<file path="src/rtl/multicycle_control_pkg.sv">
// Shared constants for the multi-cycle control FSM: opcodes, state encodings,
// ALU/PC mux codes and the datapath control bundle.
package multicycle_control_pkg;

  localparam int OPC_W_DEF = 6;
  localparam int ST_W_DEF  = 4;

  localparam logic [OPC_W_DEF-1:0] OP_RTYPE = 6'b000000;
  localparam logic [OPC_W_DEF-1:0] OP_LW    = 6'b100011;
  localparam logic [OPC_W_DEF-1:0] OP_SW    = 6'b101011;
  localparam logic [OPC_W_DEF-1:0] OP_BEQ   = 6'b000100;
  localparam logic [OPC_W_DEF-1:0] OP_ADDI  = 6'b001000;
  localparam logic [OPC_W_DEF-1:0] OP_J     = 6'b000010;

  typedef enum logic [ST_W_DEF-1:0] {
    S_IDLE   = 4'd0,
    S_FETCH  = 4'd1,
    S_DECODE = 4'd2,
    S_MEMADR = 4'd3,
    S_MEMRD  = 4'd4,
    S_MEMWB  = 4'd5,
    S_MEMWR  = 4'd6,
    S_EXEC   = 4'd7,
    S_RWB    = 4'd8,
    S_BRANCH = 4'd9,
    S_ADDIEX = 4'd10,
    S_ADDIWB = 4'd11,
    S_JUMP   = 4'd12,
    S_TRAP   = 4'd13
  } state_t;

  localparam logic [1:0] ALUOP_ADD   = 2'b00;
  localparam logic [1:0] ALUOP_SUB   = 2'b01;
  localparam logic [1:0] ALUOP_FUNCT = 2'b10;

  localparam logic [1:0] SRCB_REG     = 2'b00;
  localparam logic [1:0] SRCB_FOUR    = 2'b01;
  localparam logic [1:0] SRCB_IMM     = 2'b10;
  localparam logic [1:0] SRCB_IMM_SH2 = 2'b11;

  localparam logic [1:0] PCSRC_ALU    = 2'b00;
  localparam logic [1:0] PCSRC_ALUOUT = 2'b01;
  localparam logic [1:0] PCSRC_JUMP   = 2'b10;

  typedef struct packed {
    logic       pc_write;
    logic       pc_write_cond;
    logic       i_or_d;
    logic       mem_read;
    logic       mem_write;
    logic       ir_write;
    logic       mem_to_reg;
    logic       reg_write;
    logic       reg_dst;
    logic       alu_src_a;
    logic [1:0] alu_src_b;
    logic [1:0] alu_op;
    logic [1:0] pc_source;
  } ctrl_t;

endpackage

</file>
<file path="src/rtl/multicycle_control_decode.sv">
// Combinational state -> datapath control decoder (Moore outputs, except the
// FETCH PC/IR strobes which are qualified by memory-ready). Macro: ILLEGAL_OP_TRAP_EN.
module multicycle_control_decode
  import multicycle_control_pkg::*;
(
  input  state_t state,
  input  logic   mem_ready,
  output ctrl_t  ctrl
`ifdef ILLEGAL_OP_TRAP_EN
  ,
  output logic   trap
`endif
);

  always_comb begin
    // NOTE: every output gets a default before the case so no path can infer a latch.
    ctrl = '0;
`ifdef ILLEGAL_OP_TRAP_EN
    trap = 1'b0;
`endif
    case (state)
      S_FETCH: begin
        ctrl.mem_read  = 1'b1;
        ctrl.alu_src_b = SRCB_FOUR;
        ctrl.alu_op    = ALUOP_ADD;
        ctrl.pc_source = PCSRC_ALU;
        // One PC increment per fetch: strobe only on the cycle memory delivers.
        ctrl.ir_write  = mem_ready;
        ctrl.pc_write  = mem_ready;
      end
      S_DECODE: begin
        ctrl.alu_src_b = SRCB_IMM_SH2;
        ctrl.alu_op    = ALUOP_ADD;
      end
      S_MEMADR, S_ADDIEX: begin
        ctrl.alu_src_a = 1'b1;
        ctrl.alu_src_b = SRCB_IMM;
        ctrl.alu_op    = ALUOP_ADD;
      end
      S_MEMRD: begin
        ctrl.mem_read = 1'b1;
        ctrl.i_or_d   = 1'b1;
      end
      S_MEMWB: begin
        ctrl.reg_write  = 1'b1;
        ctrl.mem_to_reg = 1'b1;
      end
      S_MEMWR: begin
        ctrl.mem_write = 1'b1;
        ctrl.i_or_d    = 1'b1;
      end
      S_EXEC: begin
        ctrl.alu_src_a = 1'b1;
        ctrl.alu_src_b = SRCB_REG;
        ctrl.alu_op    = ALUOP_FUNCT;
      end
      S_RWB: begin
        ctrl.reg_write = 1'b1;
        ctrl.reg_dst   = 1'b1;
      end
      S_BRANCH: begin
        ctrl.alu_src_a     = 1'b1;
        ctrl.alu_src_b     = SRCB_REG;
        ctrl.alu_op        = ALUOP_SUB;
        ctrl.pc_write_cond = 1'b1;
        ctrl.pc_source     = PCSRC_ALUOUT;
      end
      S_ADDIWB: ctrl.reg_write = 1'b1;
      S_JUMP: begin
        ctrl.pc_write  = 1'b1;
        ctrl.pc_source = PCSRC_JUMP;
      end
`ifdef ILLEGAL_OP_TRAP_EN
      S_TRAP: trap = 1'b1;
`endif
      default: ;
    endcase
  end

endmodule

</file>
<file path="src/rtl/multicycle_control.sv">
// Multi-cycle control FSM sequencing the shared ALU/regfile/memory datapath.
// Macro ILLEGAL_OP_TRAP_EN adds o_trap and a sticky TRAP state for unknown opcodes.
module multicycle_control
  import multicycle_control_pkg::*;
#(
  parameter int OPC_W = OPC_W_DEF,
  parameter int ST_W  = ST_W_DEF
) (
  input  logic             i_clk,
  input  logic             i_rst_,
  input  logic [OPC_W-1:0] i_opcode,
  input  logic             i_memReady,
  output logic             o_PCWrite,
  output logic             o_PCWriteCond,
  output logic             o_IorD,
  output logic             o_memRead,
  output logic             o_memWrite,
  output logic             o_IRWrite,
  output logic             o_memToReg,
  output logic             o_regWrite,
  output logic             o_regDst,
  output logic             o_ALUSrcA,
  output logic [1:0]       o_ALUSrcB,
  output logic [1:0]       o_ALUop,
  output logic [1:0]       o_PCSource,
  output logic [ST_W-1:0]  o_state
`ifdef ILLEGAL_OP_TRAP_EN
  ,
  output logic             o_trap
`endif
);

  state_t state, state_next;
  ctrl_t  ctrl;

  // NOTE: sequential state uses non-blocking assignment so all flops update together.
  always_ff @(posedge i_clk or negedge i_rst_) begin
    if (!i_rst_) state <= S_IDLE;
    else         state <= state_next;
  end

  always_comb begin
    state_next = state;
    case (state)
      S_IDLE:  state_next = S_FETCH;
      S_FETCH: if (i_memReady) state_next = S_DECODE;
      S_DECODE: begin
        case (i_opcode)
          OP_LW, OP_SW: state_next = S_MEMADR;
          OP_RTYPE:     state_next = S_EXEC;
          OP_BEQ:       state_next = S_BRANCH;
          OP_ADDI:      state_next = S_ADDIEX;
          OP_J:         state_next = S_JUMP;
`ifdef ILLEGAL_OP_TRAP_EN
          default:      state_next = S_TRAP;
`else
          // Unknown opcode retires as a NOP; PC already advanced in FETCH.
          default:      state_next = S_FETCH;
`endif
        endcase
      end
      S_MEMADR: state_next = (i_opcode == OP_LW) ? S_MEMRD : S_MEMWR;
      S_MEMRD:  if (i_memReady) state_next = S_MEMWB;
      S_MEMWR:  if (i_memReady) state_next = S_FETCH;
      S_EXEC:   state_next = S_RWB;
      S_ADDIEX: state_next = S_ADDIWB;
      S_MEMWB, S_RWB, S_BRANCH, S_ADDIWB, S_JUMP: state_next = S_FETCH;
`ifdef ILLEGAL_OP_TRAP_EN
      S_TRAP:   state_next = S_TRAP;
`endif
      default:  state_next = S_IDLE;
    endcase
  end

  multicycle_control_decode u_decode (
    .state     (state),
    .mem_ready (i_memReady),
    .ctrl      (ctrl)
`ifdef ILLEGAL_OP_TRAP_EN
    ,
    .trap      (o_trap)
`endif
  );

  assign o_PCWrite     = ctrl.pc_write;
  assign o_PCWriteCond = ctrl.pc_write_cond;
  assign o_IorD        = ctrl.i_or_d;
  assign o_memRead     = ctrl.mem_read;
  assign o_memWrite    = ctrl.mem_write;
  assign o_IRWrite     = ctrl.ir_write;
  assign o_memToReg    = ctrl.mem_to_reg;
  assign o_regWrite    = ctrl.reg_write;
  assign o_regDst      = ctrl.reg_dst;
  assign o_ALUSrcA     = ctrl.alu_src_a;
  assign o_ALUSrcB     = ctrl.alu_src_b;
  assign o_ALUop       = ctrl.alu_op;
  assign o_PCSource    = ctrl.pc_source;
  assign o_state       = state;

endmodule

</file>
<file path="config.mk">
export PLATFORM = sky130hd
export DESIGN_NAME = multicycle_control
export DESIGN_NICKNAME = d
export VERILOG_FILES = /design/src/rtl/multicycle_control_pkg.sv /design/src/rtl/multicycle_control_decode.sv /design/src/rtl/multicycle_control.sv
export SDC_FILE = /design/constraint.sdc
export NUM_CORES = 1
export LEC_CHECK = 0
export BUFFER_PORTS_ARGS = -buffer_cell sky130_fd_sc_hd__clkbuf_2
export CORE_MARGIN = 3
export CORE_UTILIZATION = 30
export DETAILED_ROUTE_END_ITERATION = 10
export SLEW_MARGIN = 20
export SYNTH_ARGS = -nofsm -noshare
export SYNTH_HDL_FRONTEND = slang
export SYNTH_HIERARCHICAL = 1
export SYNTH_SLANG_ARGS = --single-unit
</file>
<file path="constraint.sdc">
create_clock -name i_clk -period 1.2 [get_ports i_clk]
set_input_delay 0.24 -clock i_clk [delete_from_list [all_inputs] [get_ports i_clk]]
set_output_delay 0.24 -clock i_clk [all_outputs]
set_load 0.01 [all_outputs]
</file>
==> results of run 1 <==
==> timing repair <==
| item | CTS | global route |
|---|---|---|
| gates resized for setup | 27 | 37 |
| hold buffers | 1 | 0 |
| pin swaps | 9 | 5 |
| setup buffers | 15 | 1 |
| hold endpoints to repair | 4 | 0 |
| endpoints found under the setup margin | 23 | 24 |
==> report_power, final <==
part	leakage (µW)	internal (µW)	switching, µW
Combinational	0.000494	1330	1180
Clock	0.0000138	112	63.1
Sequential	0.0000454	198	84.4
Total	0.000553	1640	1330
==> worst max-delay path, stage by stage, from the launching register on <==
cell and delay (ns):
dfrtp_2 0.41, buf_4 0.14, or3_4 0.33, or4_4 0.42, a31oi_1 0.17
==> placed cells by master, fill, tap and decap left out, types with 2 or more instances in the layout <==
| master | count |
|---|---|
| nand2b_1 | 3 |
| buf_2 | 9 |
| buf_4 | 13 |
| nor2_2 | 5 |
| nor3_1 | 2 |
| xnor2_1 | 2 |
| clkbuf_2 | 11 |
| nor3_2 | 4 |
| dfrtp_2 | 4 |
| clkbuf_4 | 3 |
| nor4b_2 | 2 |
| o21ai_0 | 2 |
| nor2_4 | 2 |
| buf_6 | 25 |
| nand2b_4 | 3 |
| o22ai_4 | 2 |
| a21oi_2 | 2 |
==> metrics by stage <==
| stage | power [µW] | utilization |
|---|---|---|
| 2_1_floorplan | 1510 | - |
| 3_3_place_gp | 2090 | 0.580 |
| 3_5_place_dp | 2120 | 0.580 |
| 4_1_cts | 2750 | 0.717 |
| 5_1_grt | 3180 | 0.773 |
| 6_report | 2970 | 0.773 |
==> cells by family after synthesis <==
| kind of cell | share of synthesized area |
|---|---|
| DFF | 0.183 |
| AOI/OAI and AO/OA | 0.213 |
| and+or+nand+nor | 0.421 |
| xor gates and xnor gates | 0.0801 |
| buffers and inverters | 0.103 |
==> layout make-up <==
cell class	instances	area, µm²	area share
sequential	4	105	0.0844
inverter	2	10.0	0.00804
multi-input combinational	58	588	0.472
timing repair buffer	59	489	0.393
clock buffer	3	22.5	0.0181
tap	24	30.0	0.0241
==> synthesized netlist by cell type, types with 2 or more instances <==
| cell | n |
|---|---|
| nor2_1 | 8 |
| nor3_1 | 7 |
| nand2b_1 | 5 |
| dfrtp_1 | 4 |
| o21ai_0 | 4 |
| buf_2 | 3 |
| xnor2_1 | 3 |
| a211oi_1 | 2 |
| a21oi_1 | 2 |
| buf_4 | 2 |
| clkbuf_1 | 2 |
| inv_1 | 2 |
| nand2_1 | 2 |
| o22ai_1 | 2 |
| xor2_1 | 2 |
==> how the worst min path moves through the flow <==
stage | slack [ns] | end | start
detailed placement | 0.05 | o_state[3] | i_rst_
floorplan | -0.06 | o_state[0] | i_rst_
finish | 0.34 | o_state[0] | i_rst_
CTS | 0.34 | o_state[0] | i_rst_
global route | 0.34 | o_state[0] | i_rst_
global placement | 0.05 | o_state[1] | i_rst_
==> per-layer routing <==
| metal | global-route usage | wire [µm] | vias up |
|---|---|---|---|
| li1 | - | - | 376 |
| met1 | 0.221 | 882 | 375 |
| met2 | 0.362 | 1120 | 25 |
| met3 | 0.0215 | 65 | 4 |
| met4 | 0.0995 | 40 | 0 |
| met5 | 0 | 0 | - |
==> flow_summary.toml, run 1 <==
[outcome]
status = "finished, violations left"
failed_checks = "setup timing"

[global_route]
antenna_found_initial = 0
grt_pass1_vias = 770
grt_overflow_total = 0
grt_use_total = 0.197
grt_pass1_wl_um = 3620
grt_max_degree = 10

[timing]
min_period_ns = 1.56
setup_tns_ns = -5.48
grt_setup_unrepaired = "yes"
max_slew_margin = 0.762
hold_violations = 0
drv_slew = 0
max_freq_mhz = 641
tightest_slew_ns = 0.353
skew_ns = 0.00671
fin_crit_sh = 1.30
timing.final.ws_setup_ns = -0.361
setup_violations = 22
fin_hold_ws_ns = 0.341

[floorplanning]
die_w_um = 48.7
rows = 14
pin_count = 29
die_area_mm2 = 0.00237
start_util = 0.339
die_h_um = 48.7
core_mm2 = 0.00161

[placed_design]
dp.cells = 133
gp_congestion = 0.772
dp_hpwl_um = 1330
port_buffers = 28
dpl_cell_area_um2 = 935
place_ws_ns = -0.212

[synthesis]
yosysSeqAreaShare = 0.183
postSynthAreaPerCell_um2 = 7.59
synth_cell_types = 37
mappedNetlistArea_um2 = 547
synth_enable_flop_cells = 0
ys_ff_latch = 4
synth_fp_nets = 81
synth_area_leader_cell = "dfrtp_1"
synth_area_leaders = "dfrtp_1, nor3_1, nand2b_1"
ys_async_sr_fraction = 1.00
synth-main-ff-cell = "dfrtp_1"
ys_warn_count = 6
syn_inst = 72
yosys.area.top_type_share = 0.183

[worst_setup_path]
start_kind = "register"
cp.required_ns = 1.35
startpoint = "o_state[2]"
arrival_ns = 1.71
reg2reg_from = "o_state[2]"
critical_path_class = "register to register"
r2r_cells = 4
cp_max_fo = 3
rrSetupSlack_ns = -0.36
r2r-end = "o_state[2]"
endpoint = "o_state[2]"
end_kind = "register"

[finish]
n_antenna_cell = 0
area_delta_synth_final_pct = 128
fin_cells = 150
largest_register_ffs = 4
drive_gt1_frac = 0.778
fin_area_mm2 = 0.00124
fillCellCount = 115
nets = 137

[hold_path]
hold_path.class = "input pin to async pin"

[route]
ant_nets = 0
routed_wl_um = 2110
avgRoutedWirePerCell_um = 14.0
vias_per_cell = 5.20
drc_errors = 0
vias = 780
drt_first_pass_iters = 4
drt-initial-drc-count = 13

[power_and_ir_drop]
p_leak_uw = 0.000553
irDropWorstVdd_mv = 1.13
power.density_mw_per_mm2 = 2390

[clock_network]
cts.sinks = 4
clk_path_buf_depth = 2
insertion_delay_ns = 0.25
root_buffer = "clkbuf_4"
cts_buffers = 3
clkSlewWorstSetupHoldPaths_ns = 0.04
cts.htree.levels = 1
cts_tree = "built"

[job]
drv_cap = 0
(Power assumes the default switching activity.)
==> run 2: changes to the inputs <==
--- a/config.mk
+++ b/config.mk
@@ -9,6 +9,7 @@
 export CORE_MARGIN = 3
 export CORE_UTILIZATION = 30
 export DETAILED_ROUTE_END_ITERATION = 10
+export SETUP_SLACK_MARGIN = 0.02
 export SLEW_MARGIN = 20
 export SYNTH_ARGS = -nofsm -noshare
 export SYNTH_HDL_FRONTEND = slang
==> run 2 against run 1 <==
  * Global-route usage rose by 0.57 points
  * The run still ends with setup timing left
  * Core utilization up 7.7 points
  * Critical path type unchanged
  * Critical path depth did not move
  * Final cell count rose by 4.7%
  * Routed wire length grew 50%
==> flow_summary.toml, run 2 (synthesis gave the netlist of run 1 again) <==
[worst_setup_path]
r2r_cells = 4
slowest_delay_ns = 0.44
start_kind = "register"
arrival_ns = 1.84
cp.required_ns = 1.36
worst-path-buf-inv = 1
critical_path_class = "register to register"
cp_cell_sequence = "buf_4, or3_4, or4_4, a31oi_1"
end_kind = "register"
cp_max_fo = 4
cp_slowest_cell = "dfrtp_2"
cp.depth = 4
crit_family = "simple AND/OR/NAND/NOR gates"

[power_and_ir_drop]
total_power_uw = 3420
power.density_mw_per_mm2 = 2500
irDropWorstVdd_mv = 1.76
p_leak_uw = 0.000598

[timing]
min_period_ns = 1.68
max_freq_mhz = 595
grt_setup_unrepaired = "yes"
fin_crit_sh = 1.40
max_slew_margin = 0.749
drv_slew = 0
tightest_slew_ns = 0.375
setup_violations = 23
hold_violations = 0
setup_tns_ns = -7.31
timing.final.ws_setup_ns = -0.480
skew_ns = 0.00604

[outcome]
status = "finished, violations left"
failed_checks = "setup timing"

[finish]
fillCellCount = 96
nets = 143
multi_input_area_um2 = 609
layout_common_cells = "buf_6, buf_4, clkbuf_2, buf_2, nor2_4"
area_delta_synth_final_pct = 150
register_area_um2 = 105
fin_cells = 157
drive_gt1_frac = 0.774
final_common_cell = "buf_6"
largest_register_ffs = 4
n_antenna_cell = 0
utilization = 0.849

[clock_network]
cts.sinks = 4
root_buffer = "clkbuf_4"
cts_tree = "built"
insertion_delay_ns = 0.27
cts.htree.levels = 1
clk_path_buf_depth = 2
cts_buffers = 3
clkSlewWorstSetupHoldPaths_ns = 0.05

[route]
avgRoutedWirePerCell_um = 20.1
drt-initial-drc-count = 38
drt_first_pass_iters = 4
vias_per_cell = 5.73
routed_wl_um = 3150
ant_nets = 0
vias = 900
drc_errors = 0

[global_route]
grt_use_total = 0.202
grt_overflow_total = 0
grt_pass1_vias = 809
antenna_found_initial = 0
grt_max_degree = 10
grt_pass1_wl_um = 3830

[floorplanning]
die_h_um = 48.7
die_w_um = 48.7
pin_count = 29
start_util = 0.339
core_mm2 = 0.00161
die_area_mm2 = 0.00237
rows = 14

[placed_design]
place_ws_ns = -0.215
dp_hpwl_um = 1360
dp.cells = 139
gp_congestion = 0.771
port_buffers = 28

[job]
drv_cap = 0

[hold_path]
hold_path.class = "input pin to async pin"
run 2: area by class of cell:
cell class                      count  area share
Clock buffer                        4      0.0192
Inverter                            2     0.00548
Multi-Input combinational cell     58       0.445
Sequential cell                     4      0.0768
Tap cell                           24      0.0219
Timing Repair Buffer               65       0.431
run 2: report_power, final:
| group | internal, µW | switching [µW] |
|---|---|---|
| combinational | 1520 | 1380 |
| clock | 127 | 94.9 |
| sequential | 197 | 104 |
run 2: through the flow:
stage | hold WS, ns | cell area (µm²)
after detailed placement | 0.0457 | 985
after global routing | 0.344 | 1370
after global placement | 0.0488 | 985
after floorplan | -0.0556 | 699
after CTS | 0.343 | 1240
final | 0.339 | 1370
run 2: layer usage:
layer	routed length [µm]	global-route usage
met1	1170	0.250
met4	99	0.0569
met3	272	0.0215
met2	1600	0.367
met5	0	0
run 2: worst register-to-register path: stages (launching register included):
cell	delay (ns)
dfrtp_2	0.44
buf_4	0.15
or3_4	0.34
or4_4	0.42
a31oi_1	0.22
run 2: final timing paths:
check	startpoint	end	slack, ns
max in group asynchronous	i_rst_	o_state[0]	0.70
min reg2reg	o_state[0]	o_state[3]	0.73
max	o_state[2]	o_state[2]	-0.48
min	i_rst_	o_state[1]	0.34
max reg2reg	o_state[2]	o_state[2]	-0.48
min in group i_clk	i_opcode[0]	o_state[3]	0.39
run 2: timing repair:
item	CTS	global route
resized for setup	26	40
gates cloned	0	1
pin swaps	6	6
setup endpoints to repair	22	24
hold buffers	1	0
hold endpoints to repair	4	0
buffers inserted	10	2
